<file path="src/rtl/pipelined_adder.sv">
// rtl/pipelined_adder.sv - WIDTH-bit two's-complement adder/subtractor, carry chain cut into STAGES registered slices
// Stage k adds operand slice k; operand bits above slice k ride along until their stage consumes them.
module pipelined_adder #(
  parameter int WIDTH  = 16,
  parameter int STAGES = 4
) (
  input  logic             clk,
  input  logic             rst_n,
  input  logic             in_valid,
  output logic             in_ready,
  input  logic [WIDTH-1:0] a,
  input  logic [WIDTH-1:0] b,
  input  logic             c_in,
  input  logic             sub,
  output logic             out_valid,
  input  logic             out_ready,
  output logic [WIDTH-1:0] sum,
  output logic             c_out,
  output logic             ovf
);

  localparam int SW   = WIDTH / STAGES;
  localparam int LAST = STAGES - 1;

  logic             adv;
  logic [WIDTH-1:0] b_ent;
  logic             cin_ent;

  assign adv      = !out_valid || out_ready;
  assign in_ready = adv;
  // Subtract as A + ~B + 1; the caller's carry-in is ignored in that mode.
  assign b_ent    = sub ? ~b : b;
  assign cin_ent  = sub | c_in;

  for (genvar k = 0; k < STAGES; k++) begin : g_stage
    localparam int LO   = k * SW;
    localparam int UPW  = WIDTH - LO;
    localparam int SUMW = LO + SW;

    logic [UPW-1:0]  op_a;
    logic [UPW-1:0]  op_b;
    logic            cin;
    logic            vld_d;
    logic            vld_q;
    logic            cy_q;
    logic [SW:0]     slice;
    logic [SUMW-1:0] sum_d;
    logic [SUMW-1:0] sum_q;

    if (k == 0) begin : g_entry
      assign op_a  = a;
      assign op_b  = b_ent;
      assign cin   = cin_ent;
      assign vld_d = in_valid;
      assign sum_d = slice[SW-1:0];
    end else begin : g_chain
      assign op_a  = g_stage[k-1].g_fwd.a_q;
      assign op_b  = g_stage[k-1].g_fwd.b_q;
      assign cin   = g_stage[k-1].cy_q;
      assign vld_d = g_stage[k-1].vld_q;
      assign sum_d = {slice[SW-1:0], g_stage[k-1].sum_q};
    end

    assign slice = {1'b0, op_a[SW-1:0]} + {1'b0, op_b[SW-1:0]} + {{SW{1'b0}}, cin};

    always_ff @(posedge clk) begin
      if (!rst_n) begin
        vld_q <= 1'b0;
        cy_q  <= 1'b0;
        sum_q <= '0;
      end else if (adv) begin
        vld_q <= vld_d;
        cy_q  <= slice[SW];
        sum_q <= sum_d;
      end
    end

    if (k < LAST) begin : g_fwd
      logic [UPW-SW-1:0] a_q;
      logic [UPW-SW-1:0] b_q;

      always_ff @(posedge clk) begin
        if (!rst_n) begin
          a_q <= '0;
          b_q <= '0;
        end else if (adv) begin
          a_q <= op_a[UPW-1:SW];
          b_q <= op_b[UPW-1:SW];
        end
      end
    end else begin : g_last
      logic ovf_d;
      logic ovf_q;

      // The top slice holds both operand MSBs (B already inverted for subtract).
      assign ovf_d = (op_a[SW-1] == op_b[SW-1]) && (slice[SW-1] != op_a[SW-1]);

      always_ff @(posedge clk) begin
        if (!rst_n) begin
          ovf_q <= 1'b0;
        end else if (adv) begin
          ovf_q <= ovf_d;
        end
      end
    end
  end

  assign out_valid = g_stage[LAST].vld_q;
  assign sum       = g_stage[LAST].sum_q;
  assign c_out     = g_stage[LAST].cy_q;
  assign ovf       = g_stage[LAST].g_last.ovf_q;

endmodule

</file>
<file path="config.mk">
export PLATFORM = sky130hd
export DESIGN_NAME = pipelined_adder
export DESIGN_NICKNAME = d
export VERILOG_FILES = /design/src/rtl/pipelined_adder.sv
export SDC_FILE = /design/constraint.sdc
export NUM_CORES = 1
export LEC_CHECK = 0
export ABC_AREA = 1
export BUFFER_PORTS_ARGS = -buffer_cell sky130_fd_sc_hd__buf_2
export CAP_MARGIN = 20
export CORE_MARGIN = 10
export CORE_UTILIZATION = 55
export DETAILED_ROUTE_END_ITERATION = 16
export GPL_ROUTABILITY_DRIVEN = 1
export PLACE_DENSITY = 0.82
export SLEW_MARGIN = 10
export SYNTH_ARGS = -nofsm -noshare
export SYNTH_HDL_FRONTEND = slang
export SYNTH_SLANG_ARGS = --single-unit
</file>
<file path="constraint.sdc">
create_clock -name clk -period 3 [get_ports clk]
set_clock_uncertainty 0.1 [all_clocks]
set_input_delay 0.45 -clock clk [delete_from_list [all_inputs] [get_ports clk]]
set_output_delay 0.45 -clock clk [all_outputs]
set_load 0.1 [all_outputs]
</file>
==> results of run 1 <==
final cells by class:
class,count,area (µm²)
fill,633,2670
sequential,97,1940
multi-input combinational,336,1800
timing repair buffer,62,335
clock buffer,12,155
tap,99,124
inverter,23,87.6
clock inverter,4,56.3
metrics by stage:
stage                     hold WS (ps)  area, µm²  setup WS [ps]
after global routing               253       4500            635
final                              239       4500            745
after floorplan                    320       4000            609
after CTS                          233       4500            715
after detailed placement           334       4290            673
after global placement             332       4290            721
power breakdown:
| part | leakage, nW | total [mW] | internal [mW] | switching [mW] |
|---|---|---|---|---|
| Sequential | 0.799 | 1.44 | 1.39 | 0.0520 |
| Clock | 0.108 | 0.877 | 0.440 | 0.436 |
| Combinational | 1.27 | 0.399 | 0.129 | 0.270 |
critical path: stages (launching register included):
cell and delay, ps:
dfxtp_1 360, inv_1 100, nor2_4 110, clkinv_2 340, buf_2 440
sequential cells by signal, indices dropped and copies added, names as in the netlist:
name and flops:
g_stage.vld_q 3, g_stage.g_fwd.b_q 24, sum 16, g_stage.g_fwd.a_q 24, ovf 1, out_valid 1, c_out 1, g_stage.sum_q 24
g_stage.cy_q 3
kinds of logic after synthesis:
| family | after synthesis |
|---|---|
| and+or+nand+nor | 159 |
| AOI/OAI and AO/OA | 137 |
| xor gates and xnor gates | 20 |
| buffers and inverters | 55 |
| adders and majority gates | 20 |
| DFF | 97 |
path summary, 6_finish.rpt:
check                            from                       end  slack [ps]
max                         out_valid                  in_ready         750
min                             a[15]  g_stage[0].g_fwd.a_q[11]         240
max reg2reg                 out_valid       g_stage[1].sum_q[7]        1110
min reg2reg  g_stage[0].g_fwd.b_q[10]   g_stage[1].g_fwd.b_q[6]         350
synthesized netlist by cell type:
master / number / area share
nor2_1: 130 / 0.12
dfxtp_1: 97 / 0.49
o21ai_0: 82 / 0.10
a21oi_1: 39 / 0.049
inv_1: 22 / 0.021
clkbuf_1: 17 / 0.016
nand2_1: 15 / 0.014
xnor2_1: 15 / 0.033
ha_1: 12 / 0.038
o21ai_1: 12 / 0.015
nand3_1: 11 / 0.014
fa_1: 8 / 0.040
buf_4: 7 / 0.013
buf_2: 5 / 0.0063
xor2_1: 5 / 0.011
o21bai_1: 3 / 0.0056
buf_6: 2 / 0.0056
a31oi_1: 1 / 0.0016
buf_1: 1 / 0.00094
inv_2: 1 / 0.00094
nor2_4: 1 / 0.0028
nor3_1: 1 / 0.0013
or2_2: 1 / 0.0016
layer usage:
layer | part of all wire | track usage | up-vias
li1 | - | - | 1674
met1 | 0.44 | 0.168 | 1428
met2 | 0.48 | 0.237 | 67
met3 | 0.059 | 0.0420 | 12
met4 | 0.016 | 0.0618 | 0
met5 | 0 | 0 | -
==> results.cfg, run 1 <==
[outcome]
outcome = finished, final reports clean

[yosys]
ys_warn_count = 0
netlist_instances = 488
avgSynthCellArea_um2 = 8.19
synth_seq_area_share = 0.486
synth_xor_xnor_area_share = 0.0438
synth_top_family_by_area = compound AO/OA/AOI/OAI gates
synthDistinctLibCells = 23
synth_seq_cells = 97
synth-adder-area-share = 0.0776
synth_nets = 546
synth_simple_gate_area_frac = 0.156
synth_compound_area_frac = 0.174
muxShareOfSynthArea = 0
syn-cell-area_um2 = 4000

[placement]
routabilityCongestion = 0.770
dpl.hpwl_um = 5530
place_inst = 617
numPortBuffers = 57

[sta]
relSlewSlack = 0.560
hold_viol = 0
finalSetupViolCount = 0
fmax_mhz = 444
final-max-slew-violation-count = 0
fin_crit_sh = 0.752
rsz0062_at_grt = false
worst_pin_slew_ps = 661
fin_setup_tns_ps = 0
period_needed_ps = 2250

[power_and_ir_drop]
ir_drop_v = 0.000266
finalPower_mw = 2.72
power.density_nw_per_um2 = 604
leakagePower_nw = 2.17

[final_layout]
layout_commonest_cell = nor2_1
antenna_cells = 0
fin_cells = 633
final_cell_mix = nor2_1, dfxtp_1, o21ai_0, buf_2, a21oi_1
drive_gt1_frac = 0.150
final_util = 0.627
nNetsFinal = 587
syn2layout_area_growth_pct = 12.6

[grt]
grt_pass1_vias = 3013
grt_max_degree = 92
antenna_found_initial = 0
grt_pass1_wl_um = 13400
grt_usage = 0.143
grt-ovfl-total = 0

[hold_path]
hold_path_class = input pin to flop
hold_depth = 3

[floorplanning]
dieHeight_um = 105
io_pins = 58
fp.dieW_um = 105
start_util = 0.557
core_region_area_um2 = 7180
dieArea_um2 = 11100
fp-row-count = 31

[clocking]
clock_sink_count = 97
cts-resized-gates = 0
cts_buffers = 9
clk_latency_ps = 360
post-cts-setup-buffer-count = 0
tritoncts = yes
clk_path_buf_depth = 2
hold_buffers = 0
htreeDepth = 3
clock-root-buffer = clkbuf_8
clkTransAtPathRegs_ps = 90

[setup_path]
worstPathArrival_ps = 1700
cp-start-kind = flop
crit_path_max_fanout = 27
critPathKind = flop to primary output
rr_worst_depth = 7
end_kind = primary output
required_ps = 2450

[route]
drtIter0Drc = 151
first_pass_iters = 4
remaining_drc_errors = 0
vias_per_cell = 5.03
num_vias = 3181
route.antenna.remaining_nets = 0
drt_wl_total_um = 7870
wl_per_cell_um = 12.4

[job]
cap_violations = 0
(Power assumes the default switching activity.)
==> run 2, diff against run 1 <==
--- a/config.mk
+++ b/config.mk
@@ -5,7 +5,7 @@
 export SDC_FILE = /design/constraint.sdc
 export NUM_CORES = 1
 export LEC_CHECK = 0
-export ABC_AREA = 1
+export ABC_AREA = 0
 export BUFFER_PORTS_ARGS = -buffer_cell sky130_fd_sc_hd__buf_2
 export CAP_MARGIN = 20
 export CORE_MARGIN = 10
==> constraint.sdc (replaced) <==
create_clock -name clk -period 2.2 [get_ports clk]
set_clock_uncertainty 0.1 [all_clocks]
set_input_delay 0.33 -clock clk [delete_from_list [all_inputs] [get_ports clk]]
set_output_delay 0.33 -clock clk [all_outputs]
set_load 0.1 [all_outputs]
==> results.cfg, run 2 <==
[route]
vias_per_cell = 5.21
first_pass_iters = 4
remaining_drc_errors = 0
wl_per_cell_um = 13.6
drtIter0Drc = 189
num_vias = 3244
drt_wl_total_um = 8460
route.antenna.remaining_nets = 0

[clocking]
cts_buffers = 9
clkTransAtPathRegs_ps = 90
cts-resized-gates = 0
hold_buffers = 0
clk_path_buf_depth = 2
clk_latency_ps = 350
clock_sink_count = 97
htreeDepth = 3
post-cts-setup-buffer-count = 0
tritoncts = yes
clock-root-buffer = clkbuf_8

[hold_path]
hold_path_class = input pin to flop

[floorplanning]
fp.dieW_um = 106
fp-row-count = 31
dieArea_um2 = 11200
start_util = 0.561
io_pins = 58
dieHeight_um = 106
core_region_area_um2 = 7210

[power_and_ir_drop]
switchingPower_mw = 0.945
leakagePower_nw = 1.90
switching_share = 0.270
pwr-share-seq = 0.554
power.density_nw_per_um2 = 767
finalPower_mw = 3.50
clkPwrFrac = 0.311
pwr-share-comb = 0.135
ir_drop_v = 0.000355
intPower_mw = 2.55

[yosys]
avgSynthCellArea_um2 = 8.52
synth_seq_area_share = 0.480
ys_warn_count = 0
synthDistinctLibCells = 27
synth-async-reset-ratio = 0
ys.flop_type = dfxtp_1
netlist_instances = 475
synth_common_cells = nand2_1, dfxtp_1, a21oi_1
syn-cell-area_um2 = 4050
synth_edf_count = 0
synth_nets = 533
synth_seq_cells = 97
ys_top_cells_by_area = dfxtp_1, nand2_1, a21oi_1, fa_1, ha_1
synth_top_area_share = 0.480
yosysTopAreaCell = dfxtp_1
yosysMostFrequentCell = nand2_1

[sta]
hold_viol = 0
setup_ws_ps = 305
period_needed_ps = 1890
relSlewSlack = 0.417
final-max-slew-violation-count = 0
finalSetupViolCount = 0
hold_slack_ps = 108
rsz0062_at_grt = false
fmax_mhz = 528
worst_pin_slew_ps = 875
fin_crit_sh = 0.861
fin_setup_tns_ps = 0

[final_layout]
antenna_cells = 0
top_regs = g_stage.g_fwd.a_q (24), g_stage.g_fwd.b_q (24), g_stage.sum_q (24)
nFillCells = 643
final_cell_mix = nand2_1, dfxtp_1, a21oi_1, buf_2, nor2_1
nNetsFinal = 577
drive_gt1_frac = 0.181
seqCellArea_um2 = 1940
syn2layout_area_growth_pct = 12.7
fin_cells = 623
multi_input_area_um2 = 1920
layout_commonest_cell = nand2_1

[grt]
grt-ovfl-total = 0
grt_pass1_wl_um = 14400
grt_usage = 0.150
grt_max_degree = 92
antenna_found_initial = 0
grt_pass1_vias = 3147

[setup_path]
crit_path_max_fanout = 2
end_kind = flop
crit_path_max_incr_delay_ps = 470
cp-start-kind = flop
required_ps = 2300
rrSetupSlack_ps = 310
critPathKind = flop to flop
critPathBufInv = 0
slowest_stage = fa_1
worstPathArrival_ps = 2000
worstPathCellList = fa_1 -> fa_1 -> a21o_1 -> a21oi_1 -> a21oi_1
critPathTopFamily = adder cells

[job]
cap_violations = 0

[placement]
place_inst = 607
routabilityCongestion = 0.833
dpl.hpwl_um = 5870
numPortBuffers = 57
post-place-ws_ps = 54.1

[outcome]
outcome = finished, final reports clean
## run 2: cell types whose count changed in the layout (fill, tap and decap cells not counted), sizes merged, moves of 2 or more
cell	change
inv	-20
o211ai	+5
nor2	-112
nor2b	+2
a211oi	+16
a2111o	+5
a21oi	+43
nand3	+2
o21bai	-3
o21ai	-89
nand2	+131
a21o	+3
buf	+5
## run 2: routing by layer
layer | GRT usage | part of all wire | vias up
met1 | 0.192 | 0.46 | 1495
met2 | 0.239 | 0.47 | 71
met4 | 0.0648 | 0.017 | 0
li1 | - | - | 1665
met3 | 0.0341 | 0.051 | 13
met5 | 0 | 0 | -
## run 2: logic make-up after synthesis
| group | share of synthesized area |
|---|---|
| fa+ha+maj | 0.0767 |
| compound gates | 0.175 |
| simple gates | 0.178 |
| xor+xnor | 0.0433 |
| flops | 0.480 |
| buf+inv | 0.0470 |
## run 2: cell type report
type                            count  area share
Sequential cell                    97       0.426
Multi-Input combinational cell    339       0.422
Timing Repair Buffer               67      0.0790
Clock buffer                       13      0.0370
Tap cell                           99      0.0272
Clock inverter                      3     0.00466
Inverter                            5     0.00439
## run 2: path summary, 6_finish.rpt
kind              startpoint                      end  cells after the start
max          g_stage[2].cy_q                    c_out                      5
min                     a[6]  g_stage[0].g_fwd.a_q[2]                      3
max reg2reg  g_stage[2].cy_q                    c_out                      5
min reg2reg           sum[5]                   sum[5]                      2
## run 2: power groups by stage
stage,clock network (mW),logic [mW],registers [mW]
4_1_cts,1.11,0.474,1.94
3_5_place_dp,0,0.470,1.98
2_1_floorplan,0,0.266,2.06
5_1_grt,1.17,0.525,1.95
6_report,1.09,0.472,1.94
3_3_place_gp,0,0.455,1.97
## run 2: worst min-delay path: stages
cell	delay (ps)
buf_2	100
nand2_1	50
a21oi_1	50
## run 2: through the flow
stage	cell area (µm²)	utilization
floorplan	4060	-
global placement	4370	0.606
detailed placement	4370	0.606
CTS	4560	0.632
global route	4560	0.632
finish	4560	0.632
